[src/rtl/spi_ram_pkg.sv]
// rtl/spi_ram_pkg.sv - shared command encoding, widths and arbiter states
package spi_ram_pkg;

    localparam int DEFAULT_ADDR_W = 8;
    localparam int CMD_BITS       = 2;
    localparam int CMD_WORD_W     = DEFAULT_ADDR_W + CMD_BITS;

    localparam logic [CMD_BITS-1:0] CMD_WR_ADDR = 2'b00;
    localparam logic [CMD_BITS-1:0] CMD_WR_DATA = 2'b01;
    localparam logic [CMD_BITS-1:0] CMD_RD_ADDR = 2'b10;
    localparam logic [CMD_BITS-1:0] CMD_RD_DATA = 2'b11;

    typedef enum logic [2:0] {
        ST_IDLE,
        ST_SPI_LOCK,
        ST_H_ADDR,
        ST_H_DATA,
        ST_H_WAIT,
        ST_H_ACK
    } arb_state_e;

    function automatic logic is_addr_cmd(input logic [CMD_BITS-1:0] cmd);
        return (cmd == CMD_WR_ADDR) || (cmd == CMD_RD_ADDR);
    endfunction

endpackage

[src/rtl/spi_word_buffer.sv]
// rtl/spi_word_buffer.sv - one-entry SPI word holding register with sticky overflow
module spi_word_buffer
    import spi_ram_pkg::*;
#(
    parameter int W = CMD_WORD_W
) (
    input  logic         clk,
    input  logic         rst,
    input  logic         s_tvalid,
    input  logic [W-1:0] s_tdata,
    output logic         m_tvalid,
    output logic [W-1:0] m_tdata,
    input  logic         m_tready,
    output logic         ovf
);

    always_ff @(posedge clk or negedge rst) begin
        if (!rst) begin
            m_tvalid <= 1'b0;
            m_tdata  <= '0;
            ovf      <= 1'b0;
        end else begin
            // A drain frees the slot in the same cycle, so capture-while-draining is legal
            if (s_tvalid && (!m_tvalid || m_tready)) begin
                m_tvalid <= 1'b1;
                m_tdata  <= s_tdata;
            end else if (m_tready) begin
                m_tvalid <= 1'b0;
            end
            if (s_tvalid && m_tvalid && !m_tready) begin
                ovf <= 1'b1;
            end
        end
    end

endmodule

[src/rtl/ram_access_arbiter.sv]
// rtl/ram_access_arbiter.sv - shares the command RAM between the SPI word stream and a host port
module ram_access_arbiter
    import spi_ram_pkg::*;
#(
    parameter int LOCK_TIMEOUT = 64,
    parameter int ADDR_WIDTH   = DEFAULT_ADDR_W
) (
    input  logic                           clk,
    input  logic                           rst,
    input  logic                           spi_rx_valid,
    input  logic [ADDR_WIDTH+CMD_BITS-1:0] spi_rx_data,
    output logic                           spi_tx_valid,
    output logic [ADDR_WIDTH-1:0]          spi_tx_data,
    input  logic                           host_req,
    input  logic                           host_we,
    input  logic [ADDR_WIDTH-1:0]          host_addr,
    input  logic [ADDR_WIDTH-1:0]          host_wdata,
    output logic                           host_ack,
    output logic [ADDR_WIDTH-1:0]          host_rdata,
    output logic [ADDR_WIDTH+CMD_BITS-1:0] ram_din,
    output logic                           ram_rx_valid,
    input  logic [ADDR_WIDTH-1:0]          ram_dout,
    input  logic                           ram_tx_valid,
    output logic                           spi_ovf
);

    localparam int WORD_W = ADDR_WIDTH + CMD_BITS;
    localparam int CNT_W  = $clog2(LOCK_TIMEOUT + 1);

    logic                buf_valid;
    logic [WORD_W-1:0]   buf_data;
    logic [CMD_BITS-1:0] buf_cmd;
    logic                buf_drain;

    arb_state_e          state, state_nx;
    logic [CNT_W-1:0]    lock_cnt, lock_cnt_nx, lock_cnt_inc;
    logic                owner_spi, owner_spi_nx;
    logic                host_rd_op, host_rd_op_nx;
    logic                issue;
    logic [WORD_W-1:0]   issue_word;
    logic                ack_nx;
    logic                rdata_ld;

    spi_word_buffer #(.W(WORD_W)) u_spi_word_buffer (
        .clk      (clk),
        .rst      (rst),
        .s_tvalid (spi_rx_valid),
        .s_tdata  (spi_rx_data),
        .m_tvalid (buf_valid),
        .m_tdata  (buf_data),
        .m_tready (buf_drain),
        .ovf      (spi_ovf)
    );

    assign buf_cmd      = buf_data[WORD_W-1 -: CMD_BITS];
    assign lock_cnt_inc = lock_cnt + 1'b1;

    always_comb begin
        state_nx      = state;
        lock_cnt_nx   = lock_cnt;
        owner_spi_nx  = owner_spi;
        host_rd_op_nx = host_rd_op;
        issue         = 1'b0;
        issue_word    = buf_data;
        buf_drain     = 1'b0;
        ack_nx        = 1'b0;
        rdata_ld      = 1'b0;
        case (state)
            ST_IDLE, ST_SPI_LOCK: begin
                // Buffered SPI words win over the host; an address word holds the RAM for its data word
                if (buf_valid) begin
                    issue       = 1'b1;
                    buf_drain   = 1'b1;
                    lock_cnt_nx = '0;
                    state_nx    = is_addr_cmd(buf_cmd) ? ST_SPI_LOCK : ST_IDLE;
                    if (buf_cmd == CMD_RD_DATA) begin
                        owner_spi_nx = 1'b1;
                    end
                end else if (state == ST_SPI_LOCK) begin
                    if (lock_cnt_inc == CNT_W'(LOCK_TIMEOUT)) begin
                        lock_cnt_nx = '0;
                        state_nx    = ST_IDLE;
                    end else begin
                        lock_cnt_nx = lock_cnt_inc;
                    end
                end else if (host_req) begin
                    state_nx = ST_H_ADDR;
                end
            end
            ST_H_ADDR: begin
                issue         = 1'b1;
                issue_word    = {(host_we ? CMD_WR_ADDR : CMD_RD_ADDR), host_addr};
                host_rd_op_nx = !host_we;
                state_nx      = ST_H_DATA;
            end
            ST_H_DATA: begin
                issue      = 1'b1;
                issue_word = {(host_rd_op ? CMD_RD_DATA : CMD_WR_DATA), host_wdata};
                if (host_rd_op) begin
                    owner_spi_nx = 1'b0;
                    state_nx     = ST_H_WAIT;
                end else begin
                    state_nx = ST_H_ACK;
                end
            end
            ST_H_WAIT: begin
                // Read ack goes out with the captured data; H_ACK then only pulses for writes
                if (ram_tx_valid && !owner_spi) begin
                    rdata_ld = 1'b1;
                    ack_nx   = 1'b1;
                    state_nx = ST_H_ACK;
                end
            end
            ST_H_ACK: begin
                ack_nx   = !host_rd_op;
                state_nx = ST_IDLE;
            end
            default: state_nx = ST_IDLE;
        endcase
    end

    always_ff @(posedge clk or negedge rst) begin
        if (!rst) begin
            state        <= ST_IDLE;
            lock_cnt     <= '0;
            owner_spi    <= 1'b0;
            host_rd_op   <= 1'b0;
            ram_din      <= '0;
            ram_rx_valid <= 1'b0;
            host_ack     <= 1'b0;
            host_rdata   <= '0;
        end else begin
            state        <= state_nx;
            lock_cnt     <= lock_cnt_nx;
            owner_spi    <= owner_spi_nx;
            host_rd_op   <= host_rd_op_nx;
            ram_rx_valid <= issue;
            host_ack     <= ack_nx;
            if (issue) begin
                ram_din <= issue_word;
            end
            if (rdata_ld) begin
                host_rdata <= ram_dout;
            end
        end
    end

    assign spi_tx_valid = ram_tx_valid && owner_spi;
    assign spi_tx_data  = spi_tx_valid ? ram_dout : '0;

endmodule

[config.mk]
export PLATFORM = sky130hd
export DESIGN_NAME = ram_access_arbiter
export DESIGN_NICKNAME = d
export VERILOG_FILES = /design/src/rtl/spi_ram_pkg.sv /design/src/rtl/spi_word_buffer.sv /design/src/rtl/ram_access_arbiter.sv
export SDC_FILE = /design/constraint.sdc
export NUM_CORES = 1
export LEC_CHECK = 0
export ABC_AREA = 1
export CORE_MARGIN = 4
export CORE_UTILIZATION = 40
export CTS_CLUSTER_SIZE = 30
export DETAILED_ROUTE_END_ITERATION = 8
export PLACE_DENSITY = 0.71
export SETUP_SLACK_MARGIN = 0.3
export SYNTH_ARGS = -nofsm -noshare
export SYNTH_HDL_FRONTEND = slang
export SYNTH_SLANG_ARGS = --single-unit
export TNS_END_PERCENT = 5
[constraint.sdc]
create_clock -name clk -period 1.8 [get_ports clk]
set_input_delay 0.27 -clock clk [delete_from_list [all_inputs] [get_ports clk]]
set_output_delay 0.27 -clock clk [all_outputs]
set_load 0.05 [all_outputs]
==> results.md <==
- number of buffers created by CTS: 5
- Post-Syn Nets: 268
- PwrDens: 1560 nW/um^2
- Die X: 81.2 um
- total via count in the routed design: 1,759
- die outline height: 81.2 um
- Total Wirelength: 4700 um
- final HPWL from detailed placement: 3530 um
- H-tree lvl count: 2
- max-slew violation count: 0
- first-pass GRT wire length: 7960 um
- remaining global-route overflow: 0
- number of synthesized register bits: 44
- buffer and inverter count on the worst path: 1
- TritonCTS clock tree: yes
- post-route setup slack: 73.4 ps
- number of iterations in the first detailed-routing pass: 4
- commonest cells in the netlist: 44 x sky130_fd_sc_hd__dfrtp_1, 35 x sky130_fd_sc_hd__nand2_1, 29 x sky130_fd_sc_hd__nor2_1, 26 x sky130_fd_sc_hd__inv_1, 13 x sky130_fd_sc_hd__o21ai_0
- WL per Instance: 12.6 um
- achievable frequency: 579 MHz
- leakage power summed over all cells: 1.44 nW
- clock latency at the later pin of the worst-skew pair: 290 ps
- final worst path period need: 1730 ps
- drt via density: 4.72
- result of the run: finished clean
- data arrival time at the worst-slack endpoint: 1460 ps
- critical-path cell with the highest stage delay: sky130_fd_sc_hd__clkdlybuf4s50_1
- Critical Path, Cell by Cell: clkdlybuf4s50_1
- antenna-violating nets left: 0
- total standard cell area after synthesis: 2140 sq um
- Peak VDD IR: 0.877 mV
- Post-synth EDFFs: 0
- endpoints failing setup: 0
- Starting Density: 41.7%
- CTS sink cnt: 44
- number of antenna violations at the first check in global routing: 0
- crit path launch type: flip-flop
- Data required, critical path: 1530 ps
- total negative slack for setup checks: 0 ps
- area of the core region: 5140 sq um
- buffer cell driving the clock tree root: sky130_fd_sc_hd__clkbuf_8
- actual slew at the worst max-slew pin: 507 ps
- family with the most delay on the worst path: buffers and inverters
- number of warnings issued by yosys: 0
- vias in the first global route: 1,813
- Clock Tree Buf Depth: 2
- first-iteration detailed-routing DRC count: 54
- hold violation count in the final report: 0
- Max transition margin: 66.1%
- proportion of netlist area held by the largest area contributor: 51.4%
- all-layer global routing usage: 15.8%
- Syn Area/Cell: 9.44 sq um
- layout overhead on the synthesized area: 44.8%
- number of setup buffers added after CTS: 0
- Worst-path clk slew: 80 ps
- # nets final: 343
- DR DRC count: 0
- Min-Delay Path Class: primary input to flip-flop
- maximum number of pins on one net before global-route repair: 45
- distinct cell type count after synthesis: 30
- Max Fanout on Critical Path: 2
- Port-buffer cells: 69
- cell count after synthesis: 227
- cell taking the most area after synthesis: sky130_fd_sc_hd__dfrtp_1
- standard-cell row count: 26
- RSZ-0062 raised after global routing: yes
- global placement routability congestion: 0.789
- area of the die: 6590 sq um
- clock skew after layout: 4.12 ps
- share of post-route cells with drive strength above 1: 18.2%
- largest stage delay on the critical path: 810 ps
- share of synthesized area occupied by flip-flops and latches: 51.4%
- max-capacitance violation count: 0
- worst setup slack after placement: 98.3 ps
- num ports: 70
- biggest area contributors in the synthesized netlist: sky130_fd_sc_hd__dfrtp_1 51%, sky130_fd_sc_hd__nand2_1 6.1%, sky130_fd_sc_hd__mux2_1 5.3%, sky130_fd_sc_hd__nor2_1 5.1%, sky130_fd_sc_hd__inv_1 4.6%
- type of the setup path with the least slack: flip-flop to output pin
- antenna fix cells: 0
- crit path capture type: output pin
- most instantiated library cell after synthesis: sky130_fd_sc_hd__dfrtp_1
- async set or reset register ratio after synthesis: 100%
- leading register cell type out of synthesis: sky130_fd_sc_hd__dfrtp_1
- Final Cycle Share: 95.9%
## logic make-up after synthesis
logic type,Yosys count,share of synthesized area [%]
xor gates and xnor gates,1,0.409
DFF,44,51.4
buffers and inverters,38,8.17
adders and majority gates,1,0.584
and+or+nand+nor,85,19.6
muxes,10,5.25
AOI/OAI and AO/OA,48,14.6
## flip-flops by register name, summed over array words and instances (netlist names)
| name | cells |
|---|---|
| owner_spi | 1 |
| host_ack | 1 |
| host_rdata | 8 |
| ram_rx_valid | 1 |
| ram_din | 10 |
| state | 3 |
| u_spi_word_buffer.m_tdata | 10 |
| lock_cnt | 7 |
| u_spi_word_buffer.ovf | 1 |
| host_rd_op | 1 |
| u_spi_word_buffer.m_tvalid | 1 |
## path summary, 6_finish.rpt
check | from | end | slack [ps] | cells past startpoint
worst max-delay path | host_rdata[1]$_DFFE_PN0P_ | host_rdata[1] | 70 | 1
worst min-delay path | ram_tx_valid | host_ack$_DFF_PN0_ | 360 | 3
worst max register to register | state[1]$_DFFE_PN0P_ | ram_din[4]$_DFFE_PN0P_ | 320 | 5
worst min register to register | u_spi_word_buffer.ovf$_DFFE_PN0P_ | u_spi_word_buffer.ovf$_DFFE_PN0P_ | 480 | 1
max in group asynchronous | rst | ram_din[3]$_DFFE_PN0P_ | 1110 | 3
min in group asynchronous | rst | u_spi_word_buffer.m_tvalid$_DFFE_PN0P_ | 490 | 3
## layout make-up
type / count / area (sq um)
well taps: 70 / 87.6
clock buffers: 8 / 90.1
flip-flops and latches: 44 / 1100
inverters: 34 / 133
fillers: 483 / 2040
repair buffers: 72 / 805
multi-input cells: 145 / 887
## through the flow
step / power (mW) / hold WS (ps) / util, % / cell area (sq um) / instances
3_5_place_dp: 4.25 / 264 / 58.0 / 2980 / 364
6_report: 4.85 / 365 / 60.4 / 3100 / 373
3_3_place_gp: 4.21 / 264 / 58.0 / 2980 / 364
2_1_floorplan: 3.43 / -25.6 / - / 2140 / 227
4_1_cts: 4.89 / 481 / 59.9 / 3080 / 373
5_1_grt: 5.15 / 377 / 60.4 / 3100 / 373
## repair_timing
item                                   4_1_cts  5_1_grt
pin swaps                                    0        0
endpoints found under the hold margin       44        0
gates resized for setup                      1        8
hold buffers                                 1        0
setup endpoints to repair                   25       42
## routing by layer
metal,global-route usage (%),vias up,wire length [um]
li1,-,889,-
met1,18.3,819,2070
met2,27.3,43,2290
met3,4.99,8,286
met4,5.57,0,65
met5,0,-,0
## where the power goes
part	internal, mW	switching [mW]
registers	1.34	0.229
clock network	0.313	0.315
logic	0.930	1.72
total	2.59	2.26
## layout by cell type (no fill, tap or decap), drive strengths merged
cell,Yosys,routed
xor2,1,1
nor2,35,35
a21oi,9,9
inv,34,34
a31oi,2,2
o21bai,3,3
nand4,1,1
nand3,9,9
dlygate4sd3,0,1
clkbuf,0,8
dfrtp,44,44
dlygate4sd2,0,1
clkdlybuf4s50,0,51
o21ai,24,24
mux2,10,10
o41ai,1,1
nor3,1,1
nand2,38,38
or2,1,1
a32o,1,1
a22oi,8,8
ha,1,1
dlymetal6s2s,0,2
buf,4,17
Note: power is estimated with default switching activity, not from simulation.
==> edit 1 (same settings) <==
Set the package constant `DEFAULT_ADDR_W` to 9 (it was 8).
--- a/src/rtl/spi_ram_pkg.sv
+++ b/src/rtl/spi_ram_pkg.sv
@@ -1,7 +1,7 @@
 // rtl/spi_ram_pkg.sv - shared command encoding, widths and arbiter states
 package spi_ram_pkg;
 
-    localparam int DEFAULT_ADDR_W = 8;
+    localparam int DEFAULT_ADDR_W = 9;
     localparam int CMD_BITS       = 2;
     localparam int CMD_WORD_W     = DEFAULT_ADDR_W + CMD_BITS;
 
Ports: changed (7 resized); port bits go from 70 to 77. The function was not compared with the original's and may differ.
==> edit 1 against the unedited design <==
Final area grew 4.5%. Routed wire length grew 14%. Non-clock buffer count grew 11. Final cell count grew 5.1%. Worst setup slack lost 2.3 ps. Clock power grew 3%. Area after synthesis grew 3.1%. Total power grew 10%. Sequential cell count grew 3. Largest cell class unchanged. Largest power group unchanged.
==> edit 1: results (changes against the unedited design) <==
CP startpoint=ram_din[3]; post-detailed-route wirelength per cell=13.7 um (+8.4%); Largest regs=ram_din: 11 flops, u_spi_word_buffer.m_tdata: 11 flops, host_rdata: 9 flops; DP HPWL=4280 um (+21%); Slew @ Worst Pin=522 ps (+15.0 ps); CP top delay family=buffers and inverters; Signal buf overhead=27.6% (+1.7 points); Seq/Total Area, Yosys=53.2% (+1.9 points); GP Congestion=0.810 (+2.6%); Critical Path Sink=ram_din[3]; num sequential=47 (+6.8%); R2R setup slack=290 ps (-30 ps); WL met2=2730 um (+20%); skew final=3.38 ps (-0.741 ps); status=finished, final reports clean; Fillers=451 (-6.6%); Mapped Cells=237 (+4.4%); top cells by area, synth=dfrtp_1 53%, mux2_4 6.8%, nand2_1 6.8%, nor2_1 5.1%, a21oi_1 4.5%; Yosys cell types=29 (-3.3%); Skew-Pair Late Insertion Delay=300 ps; first-pass GRT wire length=8670 um (+9.0%); maximum VDD drop=0.000835 V (-4.9%); RR Endpoint=ram_din[3]; Inverters=31 (-8.8%); Initial DRC Count=78 (+44%); clk tree area frac=2.70% (-0.20 points); DR WL met3=205 um (-28%); GRT Util Overall=17.2% (+1.4 points); vias in the first global route=1848 (+1.9%); htree depth=2 (unchanged); clk_buf instances=6 (-2); Post-Syn Nets=282 (+5.2%); footprint of the multi-input gates=881 um2 (-0.71%); Non-clock buffers=83 (+15%); most common cell after layout, fill and taps aside=clkdlybuf4s50_1; share of cells above drive strength 1=18.9% (+0.79 points); LEAKAGE=1.53 nW (+6.0%); pin count of the biggest net entering global routing=24 (-47%); fin cells=392 (+5.1%); comb_multi_in=154 (+6.2%); total vias in the final route=1881 (+6.9%); # port buffers=76 (+10%); Met1 Routed Length=2300 um (+11%); number of buffers inserted by hold repair at cts=1 (unchanged); Min-Delay Path Class=input port to async pin; top post-synthesis cells by count=47 x dfrtp_1, 40 x nand2_1, 30 x nor2_1; placed cell count=384 (+5.5%); Seq. cell area=1180 um2 (+6.8%); nets=367 (+7.0%); R2R cell count=4 (-1)
-- edit 1: cell types whose count changed in the layout (fill, tap and decap cells not counted), sizes merged, moves of 2 or more --
| cell | delta |
|---|---|
| nand2 | +2 |
| inv | -3 |
| o21ai | -2 |
| clkdlybuf4s50 | -2 |
| buf | +13 |
| a211oi | +2 |
| nor2 | -4 |
| dfrtp | +3 |
| a21oi | +11 |
| clkbuf | -2 |
-- edit 1: power by group --
part	switching, W	internal [W]	total, W	leakage (nW)
clock network	0.000343	0.000302	0.000645	0.0470
logic	0.00188	0.00107	0.00295	0.906
registers	0.000279	0.00147	0.00175	0.576
total	0.00250	0.00284	0.00534	1.53
-- edit 1: cells by family after synthesis --
logic type      after synthesis  share of synthesized area (%)
compound gates               58                           15.6
xor+xnor                      1                          0.396
fa+ha+maj                     1                          0.566
buf+inv                      36                           6.91
flops                        47                           53.2
mux                          11                           7.30
simple gates                 83                           16.0
-- edit 1: per-stage QoR --
stage / setup slack, ps / hold slack [ps] / cell area, um2 / total power (W) / utilization (%)
5_1_grt: 16.2 / 470 / 3240 / 0.00567 / 61.9
3_3_place_gp: 180 / 212 / 3140 / 0.00470 / 60.0
6_report: 71.1 / 431 / 3240 / 0.00534 / 61.9
2_1_floorplan: 363 / -25.6 / 2210 / 0.00373 / -
4_1_cts: 47.5 / 421 / 3240 / 0.00540 / 61.8
3_5_place_dp: 139 / 215 / 3140 / 0.00475 / 60.0
-- edit 1: metal layers --
metal  track usage (%)  vias to the layer above
met5                 0                        -
met4              8.47                        0
met3              3.36                        9
met2              28.0                       33
met1              21.8                      887
li1                  -                      952
==> edit 2 (same settings) <==
Made on the original files. Reset style: synchronous (`rst`), changed in 2 clocked blocks.
--- a/src/rtl/spi_word_buffer.sv
+++ b/src/rtl/spi_word_buffer.sv
@@ -14,7 +14,7 @@
     output logic         ovf
 );
 
-    always_ff @(posedge clk or negedge rst) begin
+    always_ff @(posedge clk) begin
         if (!rst) begin
             m_tvalid <= 1'b0;
             m_tdata  <= '0;
--- a/src/rtl/ram_access_arbiter.sv
+++ b/src/rtl/ram_access_arbiter.sv
@@ -119,7 +119,7 @@
         endcase
     end
 
-    always_ff @(posedge clk or negedge rst) begin
+    always_ff @(posedge clk) begin
         if (!rst) begin
             state        <= ST_IDLE;
             lock_cnt     <= '0;
Behaviour: differs if rst is asserted again (counterexample within 4 cycles, from zero or initial values and one cycle with rst low); with rst held inactive, the same outputs for 10 cycles.
==> edit 2 against the unedited design <==
Routed wire length rose by 7.9%. Area after synthesis fell by 8.9%. Combinational power fell by 47%. Register-to-register slack got worse by 40 ps. Sequential cell count did not move. Total power fell by 29%. Final area fell by 6.3%. Worst setup slack improved by 3.7 ps. Largest cell class unchanged. Highest routed layer unchanged.
==> edit 2: results (changes against the unedited design) <==
Min-Delay Path Class=flip-flop to flip-flop; share of cells above drive strength 1=11.5% (-6.7 points); Slew @ Worst Pin=518 ps (+11.5 ps); skew final=9.00 ps (+4.88 ps); top cells by area, synth=dfxtp_1 45%, o21ai_0 8.5%, a21oi_1 6.9%, nand2_1 6.9%, nor2_1 6.9%; Net Sw Frac=40.6% (-6.0 points); Largest regs=ram_din: 10 flops, u_spi_word_buffer.m_tdata: 10 flops, host_rdata: 8 flops; Post-Syn Nets=308 (+15%); Syn. warnings=0 (unchanged); Fillers=410 (-15%); WL met2=2290 um (+0.17%); grt met3 use=7.54% (+2.6 points); nets=380 (+11%); Top Metal Used=met4; GRT Util Overall=17.6% (+1.8 points); maximum VDD drop=0.000607 V (-31%); Skew-Pair Late Insertion Delay=300 ps; Mapped Cells=267 (+18%); top post-synthesis cells by count=44 x dfxtp_1, 36 x nand2_1, 36 x nor2_1; Worst path max stage delay=820 ps; Via density=4.68 (-0.69%); DP HPWL=3930 um (+11%); Power Combinational=0.00141 W (-47%); Met1 Routed Length=2270 um (+10%); first-pass GRT wire length=8560 um (+7.6%); # port buffers=69 (unchanged); status=finished, final reports clean; GP Congestion=0.806 (+2.1%); total vias in the final route=1906 (+8.4%); FFs w/ async S/R, synth=0% (-100 points); R2R setup slack=280 ps (-40 ps); Initial DRC Count=74 (+37%); LEAKAGE=1.21 nW (-16%); GR met1 Demand/Resource=20.9% (+2.6 points); Flop pwr share=36.8% (+4.4 points); post-detailed-route wirelength per cell=12.5 um (-1.1%); Yosys cell types=28 (-6.7%); Seq/Total Area, Yosys=45.1% (-6.3 points); DR WL met3=438 um (+53%); Post-synth top flop=dfxtp_1; placed cell count=399 (+9.6%); met2 usage in global routing=28.0% (+0.74 points)
-- edit 2: metrics by stage --
| stage | hold WS [ps] | setup slack, ps | total power (W) | cell area, um2 |
|---|---|---|---|---|
| after floorplan | 391 | 385 | 0.00225 | 1950 |
| after global placement | 443 | 191 | 0.00268 | 2790 |
| after detailed placement | 451 | 128 | 0.00269 | 2790 |
| after CTS | 464 | 64.0 | 0.00345 | 2900 |
| after global routing | 481 | 18.2 | 0.00363 | 2910 |
| final | 464 | 77.0 | 0.00342 | 2910 |
-- edit 2: cells by family (layout without fill, tap and decap cells) --
kind of cell | count (synthesis) | count (layout) | synth area share [%]
AOI/OAI and AO/OA | 79 | 79 | 22.0
xor gates and xnor gates | 1 | 1 | 0.449
adders and majority gates | 1 | 1 | 0.641
buffers and inverters | 48 | 121 | 9.99
DFF | 44 | 44 | 45.1
and+or+nand+nor | 94 | 94 | 21.8
-- edit 2: area by class of cell --
type | instances | area, um2 | area share (%)
sequential | 44 | 881 | 30.3
multi-input combinational | 175 | 877 | 30.2
timing repair buffer | 72 | 800 | 27.5
inverter | 41 | 154 | 5.29
tap | 67 | 83.8 | 2.88
clock buffer | 5 | 68.8 | 2.37
clock inverter | 3 | 42.5 | 1.46
-- edit 2: final timing paths --
check                                      end                         start  cells past startpoint
hold / removal    u_spi_word_buffer.m_tdata[4]  u_spi_word_buffer.m_tdata[4]                      2
hold reg to reg   u_spi_word_buffer.m_tdata[4]  u_spi_word_buffer.m_tdata[4]                      2
setup reg to reg                      state[0]                   lock_cnt[0]                     12
setup / recovery                    ram_din[1]                    ram_din[1]                      1
-- edit 2: timing repair --
item                                    in CTS  in global routing
resized for setup                            1                  1
endpoints found under the setup margin      29                 30
hold buffers                                 0                  0
